<file path="src/rtl/reg_read_port.sv">
// Single read port onto a 16-entry register bank: one-hot select,
// registered capture, held result until the consumer acknowledges.
module reg_read_port #(
    parameter int N = 32
) (
    input  logic         clk,
    input  logic         reset,
    input  logic         rd_req,
    input  logic [15:0]  rd_sel,
    input  logic [N-1:0] in1,
    input  logic [N-1:0] in2,
    input  logic [N-1:0] in3,
    input  logic [N-1:0] in4,
    input  logic [N-1:0] in5,
    input  logic [N-1:0] in6,
    input  logic [N-1:0] in7,
    input  logic [N-1:0] in8,
    input  logic [N-1:0] in9,
    input  logic [N-1:0] in10,
    input  logic [N-1:0] in11,
    input  logic [N-1:0] in12,
    input  logic [N-1:0] in13,
    input  logic [N-1:0] in14,
    input  logic [N-1:0] in15,
    input  logic [N-1:0] in16,
    input  logic         rd_ack,
    output logic [N-1:0] rd_data,
    output logic         rd_valid,
    output logic         busy,
    output logic         sel_err,
    output logic [7:0]   rd_count
);

    typedef enum logic [1:0] {
        IDLE,
        CAPTURE,
        DRIVE,
        ERROR
    } state_t;

    state_t       state;
    state_t       state_nxt;
    logic [15:0]  sel_q;
    logic         one_hot;
    logic [N-1:0] bank [16];
    logic [N-1:0] picked;

    assign bank[0]  = in1;
    assign bank[1]  = in2;
    assign bank[2]  = in3;
    assign bank[3]  = in4;
    assign bank[4]  = in5;
    assign bank[5]  = in6;
    assign bank[6]  = in7;
    assign bank[7]  = in8;
    assign bank[8]  = in9;
    assign bank[9]  = in10;
    assign bank[10] = in11;
    assign bank[11] = in12;
    assign bank[12] = in13;
    assign bank[13] = in14;
    assign bank[14] = in15;
    assign bank[15] = in16;

    // Zero is excluded explicitly; x & (x-1) clears the lowest set bit.
    assign one_hot = (rd_sel != 16'd0) &&
                     ((rd_sel & (rd_sel - 16'd1)) == 16'd0);

    // AND-OR mux: the latched select is one-hot whenever it is used.
    always_comb begin
        picked = '0;
        for (int k = 0; k < 16; k++) begin
            if (sel_q[k]) begin
                picked = picked | bank[k];
            end
        end
    end

    always_comb begin
        state_nxt = state;
        case (state)
            IDLE: begin
                if (rd_req) begin
                    state_nxt = one_hot ? CAPTURE : ERROR;
                end
            end
            CAPTURE: state_nxt = DRIVE;
            DRIVE: begin
                if (rd_ack) begin
                    state_nxt = IDLE;
                end
            end
            ERROR:   state_nxt = IDLE;
            default: state_nxt = IDLE;
        endcase
    end

    always_ff @(posedge clk) begin
        if (reset) begin
            state <= IDLE;
        end else begin
            state <= state_nxt;
        end
    end

    always_ff @(posedge clk) begin
        if (reset) begin
            sel_q    <= '0;
            rd_data  <= '0;
            rd_valid <= 1'b0;
            sel_err  <= 1'b0;
            rd_count <= '0;
        end else begin
            sel_err <= 1'b0;
            case (state)
                IDLE: begin
                    if (rd_req) begin
                        sel_q   <= rd_sel;
                        sel_err <= !one_hot;
                    end
                end
                CAPTURE: begin
                    rd_data  <= picked;
                    rd_valid <= 1'b1;
                end
                DRIVE: begin
                    if (rd_ack) begin
                        rd_valid <= 1'b0;
                        rd_count <= rd_count + 8'd1;
                    end
                end
                default: ;
            endcase
        end
    end

    assign busy = (state != IDLE);

endmodule

</file>
<file path="config.mk">
export PLATFORM = sky130hd
export DESIGN_NAME = reg_read_port
export DESIGN_NICKNAME = d
export VERILOG_FILES = /design/src/rtl/reg_read_port.sv
export SDC_FILE = /design/constraint.sdc
export NUM_CORES = 1
export LEC_CHECK = 0
export BUFFER_PORTS_ARGS = -buffer_cell sky130_fd_sc_hd__buf_2
export CORE_AREA = 2 2 225 227
export DETAILED_ROUTE_END_ITERATION = 7
export DIE_AREA = 0 0 227 229
export GPL_ROUTABILITY_DRIVEN = 0
export HOLD_SLACK_MARGIN = 0.05
export PLACE_DENSITY = 0.4
export SLEW_MARGIN = 20
export SYNTH_ARGS = -nofsm -noshare
export SYNTH_HDL_FRONTEND = slang
export SYNTH_SLANG_ARGS = --single-unit
</file>
<file path="constraint.sdc">
create_clock -name clk -period 1.65 [get_ports clk]
set_input_delay 0.0825 -clock clk [delete_from_list [all_inputs] [get_ports clk]]
set_output_delay 0.0825 -clock clk [all_outputs]
set_load 0.02 [all_outputs]
</file>
# Word-level counts from Yosys, hierarchy flattened
# Index checks and enable logic that the tools add are counted.
op_classes:
  n_addsub: 2
  n_eq_ne: 5
  mux: 22
  n_bitwise: 18
  n_reduce_logical: 12
ops:
  columns: ["operator", "n"]
  rows:
  - ["$mux 32", 16]
  - ["$or 32x32->32", 15]
  - ["$and 16x16->16", 1]
  - ["$logic_not 16->1", 1]
  - ["$reduce_bool 16->1", 1]
  - ["$sub 16x1->16 const B", 1]
  - ["$add 8x1->8 const B", 1]
  - ["$pmux 2 s4", 1]
  - ["$reduce_and 2->1", 4]
  - ["$mux 2", 3]
  - ["$eq 2x2->1 const B", 2]
  - ["$ne 2x2->1 const B", 2]
  - ["$reduce_bool 2->1", 2]
  - ["$reduce_or 3->1", 1]
  - ["$eq 2x1->1 const B", 1]
  - ["$logic_not 2->1", 1]
  - ["$not 1->1", 2]
  - ["$pmux 1 s2", 1]
  - ["$logic_and 1x1->1", 1]
  - ["$logic_not 1->1", 1]
  - ["$mux 1", 1]
word_totals:
  ff_bits: 60
  out_inout_bits: 43
  word_cells: 65

# Logic depth before layout (Yosys ltp)
logic_depth:
  word_depth: 31
  mapped_depth: 6

# Worst setup path before layout
# No wires, ideal clock.
synth_timing:
  kind: "register -> register"
  from: "register sel_q[4]"
  to: "register rd_data[6]"
  arrival_ns: 1.344
  t_required_ns: 1.518
  setup_slack_ns: 0.174
  path_stages_with_launch: 7
  synth_period_minus_slack_ns: 1.476
  cell_sequence: "dfxtp_1 > clkbuf_1 > clkbuf_1 > a222oi_1 > nand3_1 > a2111oi_0 > nor3_1"
synth_via:
  elab_chain_cells: 23
synth_rtl:
  columns: ["item", "line_no", "source"]
  rows:
  - ["from (decl)", "43", "logic [15:0] sel_q;"]
  - ["from (signal assigned)", "118", "sel_q <= rd_sel;"]
  - ["$mux 32 *", "73", "if (sel_q[k]) begin"]
  - ["$or 32x32->32", "74", "picked = picked | bank[k];"]
  - ["$mux 32 *", "73", null]
  - ["$or 32x32->32", "74", null]
  - ["$mux 32 *", "73", null]
  - ["$or 32x32->32", "74", null]
  - ["$mux 32 *", "73", null]
  - ["$or 32x32->32", "74", null]
  - ["[... 7 more ...]", null, null]
  - ["$or 32x32->32", "74", null]
  - ["$mux 32 *", "73", null]
  - ["$or 32x32->32", "74", null]
  - ["$mux 32 *", "73", null]
  - ["$or 32x32->32", "74", null]
  - ["$mux 32 *", "73", null]
  - ["$or 32x32->32", "74", null]
  - ["$mux 32 *", "73", null]
  - ["to (signal assigned)", "123", "rd_data <= picked;"]
  - ["to (decl)", "27", "output logic [N-1:0] rd_data,"]
# Every way passes the cells marked *; elsewhere a longest branch is shown, timed or not.
# A chain may end at the register's enable or synchronous reset.

# Worst setup path in the final report
layout_timing:
  from: "register sel_q[4]"
  to: "register rd_data[1]"
# The elaborated chain is that of the path after synthesis.

==> results.py <==
metrics = {
    "outcome": {
        "status": "finished with violations",
        "violations": "setup timing",
    },
    "pwr": {
        "p_leak_nw": 4.762,
        "power.density_nw_per_um2": 659.5,
        "total_power_w": 0.007223,
        "irDropWorstVdd_mv": 0.3478,
    },
    "clocking": {
        "cts_buffer_depth": 2,
        "cts_root_buf": "clkbuf_16",
        "cts_buffers": 9,
        "cts.reportedPaths.clkPinSlew_ns": 0.06,
        "cts_max_level": 3,
        "cts_tree": "done",
        "clkSinkCount": 60,
        "clk_latency_ns": 0.37,
    },
    "sta": {
        "post-route-period-util": 1.158,
        "timing.hold.ws_ns": 0.05975,
        "slew_viol_final": 0,
        "final.setup.worst_slack_ns": -0.2600,
        "clock_skew_ns": 0.01280,
        "worstMarginPinSlew_ns": 0.7734,
        "period_minus_slack_ns": 1.910,
        "max_freq_mhz": 523.6,
        "rsz0062_at_grt": "true",
        "setup_viol": 15,
        "hold_viol": 0,
        "slew_headroom": 0.4844,
    },
    "global_route": {
        "grt_max_degree": 24,
        "grt_pass1_vias": 9482,
        "antenna_found_initial": 31,
        "track_usage": 0.2137,
        "grt.overflow.total": 0,
        "grt_pass1_wl_mm": 75.13,
    },
    "synth": {
        "ys_types": 36,
        "syn_avg_cell_area_sq_um": 7.509,
        "synthTopCellsByCount": "a22oi_1 (192), clkbuf_1 (80), dfxtp_1 (60)",
        "yosys.area.top_type_share": 0.2990,
        "ys_ff_latch": 60,
        "yosys-top-cells-area": "a22oi_1 (30%), dfxtp_1 (25%), a222oi_1 (6.6%)",
        "syn_nets": 1175,
        "postSynthCellCount": 642,
        "synth_edf_count": 0,
        "synth_most_common_cell": "a22oi_1",
        "synth_top_cell_by_area": "a22oi_1",
        "yosysWarnings": 0,
        "synth_area_sq_um": 4821,
        "ys_seq_area_frac": 0.2492,
        "synthArstFlopShare": 0,
        "synth_ff_type": "dfxtp_1",
    },
    "finish": {
        "post-route-util": 0.2205,
        "fin_cells": 1993,
        "final_nets": 1835,
        "final_area_sq_um": 10950,
        "area.growth.synth_to_final_pct": 127.2,
        "drive_gt1_frac": 0.6182,
    },
    "worst_setup_path": {
        "crit_path_max_fanout": 4,
        "arrival_ns": 2.16,
        "cp-end-kind": "flip-flop",
        "worst-endpoint-required_ns": 1.90,
        "startpoint_type": "flip-flop",
        "crit_type": "reg2reg",
    },
    "place": {
        "io_buffers": 574,
        "dpl_cell_area_sq_um": 9495,
        "numPlacedInstances": 1927,
        "hpwl_mm": 48.11,
    },
    "detailed_routing": {
        "drcViolationCount": 0,
        "ant_nets": 0,
        "finalWirelength_mm": 58.39,
        "viasPerCell": 4.647,
        "vias": 9262,
        "routedWlPerCell_um": 29.30,
        "dr.pass1.iters": 6,
        "drtIter0Drc": 721,
    },
    "die": {
        "ios": 575,
        "die_h_um": 229,
        "die_w_um": 227,
        "rows": 82,
        "coreArea_sq_um": 49660,
        "initial_utilization": 0.09708,
        "die_area_sq_um": 51980,
    },
    "job": {
        "cap_violations": 0,
    },
    "hold_path": {
        "min-delay-path-class": "in2reg",
    },
}
## cell type report
class	count	area [sq um]
Fill cell	5644	38710
Timing Repair Buffer	729	4584
Multi-Input combinational cell	500	3928
Sequential cell	60	1239
Tap cell	672	840.8
Clock buffer	11	242.7
Clock inverter	5	75.07
Antenna cell	14	35.03
Inverter	2	7.507
## worst max-delay path, stage by stage (launching register included)
cell,delay (ns)
dfxtp_4,0.37
buf_6,0.13
a222oi_1,0.66
buf_4,0.24
nand3_4,0.09
a2111oi_4,0.21
nor3_1,0.08
## worst paths after layout
check	startpoint	slack, ns	cells after the start	end
hold reg to reg	rd_data[31]$_SDFFE_PP0P_	0.49	2	rd_data[31]$_SDFFE_PP0P_
hold / removal	in15[25]	0.06	3	rd_data[25]$_SDFFE_PP0P_
setup / recovery	sel_q[4]$_SDFFE_PP0P_	-0.26	6	rd_data[1]$_SDFFE_PP0P_
setup reg to reg	sel_q[4]$_SDFFE_PP0P_	-0.26	6	rd_data[1]$_SDFFE_PP0P_
## sequential cells by signal, summed over array words and instances, names as in the netlist
| register | flops |
|---|---|
| rd_valid | 1 |
| rd_data | 32 |
| rd_count | 8 |
| state | 2 |
| sel_q | 16 |
| sel_err | 1 |
## report_power, final
group / total (W) / internal [W] / switching [W]
combinational: 0.00338 / 0.00149 / 0.00189
sequential: 0.00165 / 0.00155 / 0.000101
clock: 0.00219 / 0.00136 / 0.000832
## cell families after synthesis
logic type,after synthesis,share of synthesized area
compound gates,285,0.4565
mux,1,0.002076
buf+inv,82,0.06385
xor+xnor,8,0.01453
flops,60,0.2492
simple gates,204,0.2092
fa+ha+maj,2,0.004671
## placed cells by master, fill, tap and decap left out, types with 18 or more instances in the layout
cell,count
nor3_1,35
buf_12,31
nand4_1,34
a222oi_1,32
a22oi_2,27
buf_2,574
buf_4,77
nor2_1,47
a21oi_1,20
nand2_1,39
nand3_1,28
dfxtp_1,44
dlygate4sd3_1,27
buf_6,18
a22oi_1,165
## what timing repair did
item | in CTS | in global routing
endpoints found under the setup margin | 32 | 32
hold buffers | 27 | 0
gates resized for setup | 109 | 48
pin swaps | 37 | 54
buffers inserted | 4 | 12
hold endpoints to repair | 27 | 0
cloned | 0 | 1
## layer usage
layer / global-route usage / vias up / part of all wire
met1: 0.2429 / 4484 / 0.39
met3: 0.06106 / 132 / 0.085
li1: - / 4006 / -
met5: 0 / - / 0.0022
met4: 0.1121 / 20 / 0.047
met2: 0.3609 / 620 / 0.47
## metrics by stage
stage          worst slack, ns  TNS, ns
2_1_floorplan           0.1740        0
3_3_place_gp           -0.4935   -6.490
3_5_place_dp           -0.5015   -6.384
4_1_cts                -0.1899  -0.9645
5_1_grt                -0.3723   -2.867
6_report               -0.2600   -1.189
(Power assumes the default switching activity.)
